[src/rtl/seq_divider.sv]
// Multi-cycle 32-bit signed restoring divider with a start/ready handshake.
// Optional macro DIV_ZERO_FAST_EN: a zero divisor skips the iterations and completes straight from IDLE.
module seq_divider #(
  parameter int WIDTH = 32,
  parameter int CNT_W = 6
) (
  input  logic             clock,
  input  logic             reset,
  input  logic             start,
  input  logic [WIDTH-1:0] dividend,
  input  logic [WIDTH-1:0] divisor,
  output logic             busy,
  output logic             ready,
  output logic [WIDTH-1:0] result,
  output logic [WIDTH-1:0] remainder,
  output logic             exception
);

  localparam logic [2:0] IDLE  = 3'd0;
  localparam logic [2:0] SETUP = 3'd1;
  localparam logic [2:0] ITER  = 3'd2;
  localparam logic [2:0] FIX   = 3'd3;
  localparam logic [2:0] DONE  = 3'd4;

  localparam logic [WIDTH-1:0] MIN_NEG = {1'b1, {(WIDTH-1){1'b0}}};

  logic [2:0]       state;
  logic [CNT_W-1:0] cnt;
  logic [WIDTH-1:0] dvd_reg;
  logic [WIDTH-1:0] dvs_reg;
  logic [WIDTH-1:0] mag_dvs;
  logic [WIDTH-1:0] quo;
  logic [WIDTH:0]   rem_acc;
  logic             sign_q;
  logic             sign_r;

  logic [WIDTH:0]   shifted;
  logic [WIDTH:0]   trial;
  logic             div_zero;
  logic             overflow;
  logic [WIDTH-1:0] quo_fix;
  logic [WIDTH-1:0] rem_fix;

  // The partial remainder never exceeds |divisor| <= 2^31, so the 33-bit trial's MSB is a reliable borrow.
  always_comb begin
    shifted  = (rem_acc << 1) | {{WIDTH{1'b0}}, quo[WIDTH-1]};
    trial    = shifted - {1'b0, mag_dvs};
    div_zero = (dvs_reg == '0);
    overflow = (dvd_reg == MIN_NEG) && (dvs_reg == '1);
    quo_fix  = sign_q ? (~quo + 1'b1) : quo;
    rem_fix  = sign_r ? (~rem_acc[WIDTH-1:0] + 1'b1) : rem_acc[WIDTH-1:0];
  end

  always_ff @(posedge clock or posedge reset) begin
    if (reset) begin
      state     <= IDLE;
      cnt       <= '0;
      dvd_reg   <= '0;
      dvs_reg   <= '0;
      mag_dvs   <= '0;
      quo       <= '0;
      rem_acc   <= '0;
      sign_q    <= 1'b0;
      sign_r    <= 1'b0;
      busy      <= 1'b0;
      ready     <= 1'b0;
      result    <= '0;
      remainder <= '0;
      exception <= 1'b0;
    end else begin
      ready <= 1'b0;
      case (state)
        IDLE: begin
          if (start) begin
            dvd_reg <= dividend;
            dvs_reg <= divisor;
`ifdef DIV_ZERO_FAST_EN
            if (divisor == '0) begin
              result    <= '0;
              remainder <= dividend;
              exception <= 1'b1;
              state     <= DONE;
            end else begin
              state <= SETUP;
            end
`else
            state <= SETUP;
`endif
          end
        end
        SETUP: begin
          sign_q  <= dvd_reg[WIDTH-1] ^ dvs_reg[WIDTH-1];
          sign_r  <= dvd_reg[WIDTH-1];
          quo     <= dvd_reg[WIDTH-1] ? (~dvd_reg + 1'b1) : dvd_reg;
          mag_dvs <= dvs_reg[WIDTH-1] ? (~dvs_reg + 1'b1) : dvs_reg;
          rem_acc <= '0;
          cnt     <= '0;
          busy    <= 1'b1;
          state   <= ITER;
        end
        ITER: begin
          if (!trial[WIDTH]) begin
            rem_acc <= trial;
            quo     <= {quo[WIDTH-2:0], 1'b1};
          end else begin
            rem_acc <= shifted;
            quo     <= {quo[WIDTH-2:0], 1'b0};
          end
          cnt <= cnt + 1'b1;
          if (cnt == CNT_W'(WIDTH - 1)) begin
            state <= FIX;
          end
        end
        FIX: begin
          // A zero divisor runs the full loop but its quotient bits are meaningless, so outputs are forced.
          exception <= div_zero | overflow;
          if (div_zero) begin
            result    <= '0;
            remainder <= dvd_reg;
          end else if (overflow) begin
            result    <= MIN_NEG;
            remainder <= '0;
          end else begin
            result    <= quo_fix;
            remainder <= rem_fix;
          end
          state <= DONE;
        end
        DONE: begin
          ready <= 1'b1;
          busy  <= 1'b0;
          state <= IDLE;
        end
        default: begin
          state <= IDLE;
        end
      endcase
    end
  end

endmodule

[config.mk]
export PLATFORM = sky130hd
export DESIGN_NAME = seq_divider
export DESIGN_NICKNAME = d
export VERILOG_FILES = /design/src/rtl/seq_divider.sv
export SDC_FILE = /design/constraint.sdc
export NUM_CORES = 1
export LEC_CHECK = 0
export CORE_UTILIZATION = 52
export CTS_CLUSTER_SIZE = 40
export DETAILED_ROUTE_END_ITERATION = 10
export PLACE_DENSITY_LB_ADDON = 0.08
export REMOVE_ABC_BUFFERS = 1
export SETUP_SLACK_MARGIN = 0.5
export SYNTH_ARGS = -nofsm -noshare
export SYNTH_HDL_FRONTEND = slang
export SYNTH_SLANG_ARGS = --single-unit
[constraint.sdc]
create_clock -name clock -period 7.2 [get_ports clock]
set_input_delay 1.08 -clock clock [delete_from_list [all_inputs] [get_ports clock]]
set_output_delay 1.08 -clock clock [all_outputs]
set_load 0.05 [all_outputs]
## Word level (Yosys, flattened, before mapping)

Index checks and enable logic that the tools add are counted.

- Flip-flop bits (word level): 238
- Input port bits: 67
- Output and inout bits: 67

- Add/subtract/negate cells: 6
- Equality and inequality tests: 9
- Mux-type cells: 18
- Bitwise gates (word level): 7
- Reductions and logical operators: 7

Operators by type and width:

| cell | count |
|---|---|
| 32-bit 2-to-1 mux | 9 |
| 32-bit by 1-bit adder with 32-bit output (second input constant) | 4 |
| 32-bit inverter | 4 |
| 32-bit one-hot mux with 2 select lines | 2 |
| 32-bit == test (second input constant) | 2 |
| 33-bit by 1-bit bitwise OR with 33-bit output | 1 |
| 33-bit by 32-bit subtractor with 33-bit output | 1 |
| 32-bit zero test | 1 |
| 3-bit one-hot mux with 4 select lines | 1 |
| 6-bit one-hot mux with 2 select lines | 1 |
| 6-bit by 1-bit adder with 6-bit output (second input constant) | 1 |
| 3-bit by 2-bit == test with 1-bit output (second input constant) | 2 |
| 6-bit by 5-bit == test with 1-bit output (second input constant) | 1 |
| 3-bit 2-to-1 mux | 2 |
| 2-bit != test (second input constant) | 2 |
| 2-bit AND reduction | 2 |
| 2-bit nonzero test | 2 |
| 3-bit by 1-bit == test with 1-bit output (second input constant) | 1 |
| 3-bit == test (second input constant) | 1 |
| 3-bit zero test | 1 |
| 1-bit 2-to-1 mux | 2 |
| 1-bit one-hot mux with 2 select lines | 1 |
| 1-bit logical AND | 1 |
| 1-bit bitwise OR | 1 |
| 1-bit bitwise XOR | 1 |

## Longest topological paths before layout

- Word-level depth: 5
- Mapped depth: 14

## Least setup slack after synthesis

Ideal clock, no wire load.

- Path type: flip-flop to flip-flop
- From: register quo[31]
- To: register rem_acc[30]
- Setup time: 0.138 ns
- Data arrival time: 3.137 ns
- Required time: 7.062 ns
- Setup slack: 3.925 ns
- Stages on the path, launching flop included: 15
- Buffers on the path: 2
- Period minus slack after synthesis: 3.275 ns
- Cell sequence: dfrtp_1 inv_1 ha_1 fa_1 nor2b_1 o31ai_1 a31o_2 a21boi_0 a31oi_1 a311oi_1 o2111ai_1 buf_2 clkbuf_1 o2111ai_1 o211ai_1

- Cells in the longest elaborated chain, start to end: 4

Ends and longest elaborated chain:

| element | RTL line | source |
|---|---|---|
| start, declared | 32 | `logic [WIDTH-1:0] quo;` |
| start signal, assigned | 94 | `quo <= dvd_reg[WIDTH-1] ? (~dvd_reg + 1'b1) : dvd_reg;` |
| start signal, assigned | 104 | `quo <= {quo[WIDTH-2:0], 1'b1};` |
| start signal, assigned | 107 | `quo <= {quo[WIDTH-2:0], 1'b0};` |
| 33-bit by 1-bit bitwise OR with 33-bit output | 46 | `shifted = (rem_acc << 1) \| {{WIDTH{1'b0}}, quo[WIDTH-1]};` |
| 33-bit by 32-bit subtractor with 33-bit output | 47 | `trial = shifted - {1'b0, mag_dvs};` |
| 32-bit 2-to-1 mux | 102 | `if (!trial[WIDTH]) begin` |
| 32-bit one-hot mux with 2 select lines | 72 | `case (state)` |
| end signal, assigned | 103 | `rem_acc <= trial;` |
| end signal, assigned | 106 | `rem_acc <= shifted;` |
| end, declared | 33 | `logic [WIDTH:0] rem_acc;` |

Every way passes these cells.
A chain may end at the register's enable or synchronous reset.

## Final worst setup path

- From: register dvs_reg[0]
- To: register result[29]

- Cells in the longest elaborated chain, start to end: 4
- Elaborated cells on any way between the ends: 5
- Those cells by class: 1 x eq/ne; 2 x mux; 2 x reduce/logical

Ends and longest elaborated chain:

| element | RTL line | source |
|---|---|---|
| start, declared | 30 | `logic [WIDTH-1:0] dvs_reg;` |
| start signal, assigned | 76 | `dvs_reg <= divisor;` |
| 32-bit == test | 49 | `overflow = (dvd_reg == MIN_NEG) && (dvs_reg == '1);` |
| 1-bit logical AND | 49 |  |
| 32-bit 2-to-1 mux | 120 | `end else if (overflow) begin` |
| 32-bit 2-to-1 mux * | 117 | `if (div_zero) begin` |
| end signal, assigned | 124 | `result <= quo_fix;` |
| end, declared | 14 | `output logic [WIDTH-1:0] result,` |

Every way passes the cells marked *; elsewhere a longest branch is shown, timed or not.

==> results.sh <==
export IMPL_synth_async_reset_ratio=1.00
export IMPL_io_pins=134
export IMPL_first_global_vias=10400
export IMPL_start_kind="flip-flop"
export IMPL_stdcell_count=1901
export IMPL_crit_arrival_ns=4.74
export IMPL_route_detailed_drc=0
export IMPL_min_path_cells=2
export IMPL_clk_latency_ns=0.55
export IMPL_cp_end_kind="flip-flop"
export IMPL_synth_cells=1449
export IMPL_wirelength_mm=33.3
export IMPL_cts_resized_gates=0
export IMPL_cts_buffer_depth=3
export IMPL_synth_flop_cell="dfrtp_1"
export IMPL_status="finished, final reports clean"
export IMPL_fp_dieH_microns=164
export IMPL_hold_buffers=0
export IMPL_ys_seq_area_frac=0.435
export IMPL_final_cell_mix="dfrtp_1 (238), o21ai_0 (201), nand2_1 (193)"
export IMPL_slew_violations=0
export IMPL_clock_fmax_ghz=0.229
export IMPL_dieArea_sq_um=27000
export IMPL_synth_seq_cells=238
export IMPL_dp_hpwl_mm=24.0
export IMPL_r2r_slack_ns=2.84
export IMPL_initial_core_util=0.527
export IMPL_clkSinkCount=238
export IMPL_synthDistinctLibCells=67
export IMPL_hold_viol=0
export IMPL_place_congestion=0.903
export IMPL_synth_warnings=0
export IMPL_post_cts_setup_buffer_count=0
export IMPL_drv_cap=0
export IMPL_ant_nets=0
export IMPL_slew_headroom=0.312
export IMPL_placed_cells_incl_taps=1852
export IMPL_clkSlewWorstSetupHoldPaths_ns=0.06
export IMPL_path_class="flip-flop to flip-flop"
export IMPL_numCtsBuffers=27
export IMPL_nets=1652
export IMPL_worstReg2RegEnd="result[29]"
export IMPL_wire_per_inst_microns=17.5
export IMPL_grt_ovfl_total=0
export IMPL_fin_skew_ns=0.0109
export IMPL_syn_to_final_growth_pct=17.9
export IMPL_syn_area_per_cell_sq_um=9.45
export IMPL_hold_end="result[26]"
export IMPL_cts_htree_levels=1
export IMPL_drtIter0Drc=722
export IMPL_die_x_microns=164
export IMPL_synth_edf_count=0
export IMPL_path_max_fanout=32
export IMPL_peakVddDrop_v=0.000314
export IMPL_drive_gt1_frac=0.0900
export IMPL_antenna_found_initial=0
export IMPL_core_sq_um=26000
export IMPL_setup_viol=0
export IMPL_port_buffers=133
export IMPL_rsz0062_at_grt="false"
export IMPL_hold_start="result[26]"
export IMPL_firstDrtPassIters=5
export IMPL_tritoncts="yes"
export IMPL_rr_startpoint="dvs_reg[0]"
export IMPL_tightest_slew_ns=1.03
export IMPL_reg2reg_depth=12
export IMPL_layout_commonest_cell="dfrtp_1"
export IMPL_syn_area_sq_um=13700
export IMPL_grt_pass1_wl_mm=54.8
export IMPL_antenna_diode_count=0
export IMPL_leakagePower_nw=6.89
export IMPL_viasPerCell=5.78
export IMPL_holdWs_ns=0.474
export IMPL_grt_total_usage=0.253
export IMPL_row_count=59
export IMPL_fin_crit_ns=4.36
export IMPL_cp_required_ns=7.59
export IMPL_vias=11000
export IMPL_hold_path_class="flip-flop to flip-flop"
export IMPL_powerDensity_nw_per_um2=546
export IMPL_min_period_over_period=0.605
export IMPL_cts_root_buf="clkbuf_16"
export IMPL_grt_max_degree=92
-- cell type report --
cell class	instances	area, sq um
Fill cell	2277	9840
Multi-Input combinational cell	1078	7270
Sequential cell	238	5960
Timing Repair Buffer	149	1450
Clock buffer	43	816
Tap cell	335	419
Inverter	52	203
Clock inverter	6	33.8
-- per-layer routing --
metal | share of wire | global-route usage | wire [microns] | vias to the layer above
met2 | 0.47 | 0.423 | 15700 | 267
met1 | 0.47 | 0.354 | 15500 | 5256
met4 | 0.017 | 0.0572 | 580 | 0
met3 | 0.047 | 0.0268 | 1550 | 43
met5 | 0 | 0 | 0 | -
li1 | - | - | - | 5425
-- per-stage QoR --
step           setup WS (ns)   util  cell area [sq um]  setup TNS, ns  total power [mW]
5_1_grt                 2.39  0.621              16100              0              9.53
3_5_place_dp            2.84  0.589              15300              0              7.52
6_report                2.84  0.621              16100              0              8.82
4_1_cts                 2.82  0.621              16100              0              8.86
3_3_place_gp            3.01  0.589              15300              0              7.41
2_1_floorplan         -0.938      -              13400        -156.69              6.22
-- cells in the mapped netlist (21+ instances only) --
cell | n | area [sq um]
o41ai_1 | 21 | 184
xor2_1 | 99 | 867
xnor2_1 | 46 | 403
a22oi_1 | 52 | 390
mux2_2 | 61 | 687
ha_1 | 38 | 475
clkbuf_1 | 67 | 251
o21ai_0 | 201 | 1010
nand2_1 | 193 | 724
o31ai_1 | 36 | 270
inv_1 | 51 | 191
nor2_1 | 47 | 176
mux2i_1 | 28 | 280
dfrtp_1 | 238 | 5960
a21oi_1 | 35 | 175
-- critical path: stages, from the launching register on --
cell and delay, ns:
dfrtp_1 0.41, inv_1 0.11, ha_1 0.19, or4b_2 0.63, nand2b_1 0.26, or3_1 0.42
nand2b_1 0.19, nor4_1 0.54, or2_2 0.27, inv_1 0.05, buf_4 0.23, nand2_1 0.67
o21ai_0 0.21
-- logic make-up (layout without fill, tap and decap cells) --
group / Yosys count / count (layout) / synth area share
flip-flops: 238 / 238 / 0.435
AND/OR/NAND/NOR: 386 / 386 / 0.135
adder cells (fa/ha/maj): 39 / 39 / 0.0362
buffers and inverters: 133 / 250 / 0.0374
multiplexers: 89 / 89 / 0.0706
XOR/XNOR: 145 / 145 / 0.0927
AO/OA/AOI/OAI: 419 / 419 / 0.193
-- how the worst max path moves through the flow --
stage / startpoint / endpoint / slack [ns]
floorplan: start / dvd_reg[10] / -0.94
CTS: dvs_reg[0] / result[29] / 2.82
detailed placement: dvs_reg[0] / result[29] / 2.84
global placement: dvs_reg[0] / result[3] / 3.01
global route: dvs_reg[0] / result[22] / 2.39
finish: dvs_reg[0] / result[29] / 2.84
-- power by group --
part | leakage [nW] | internal [mW] | switching (mW)
registers | 2.97 | 1.95 | 0.777
logic | 3.50 | 2.01 | 2.77
clock network | 0.424 | 0.770 | 0.540
total | 6.89 | 4.73 | 4.09
Power figures use the tool's default switching activity.
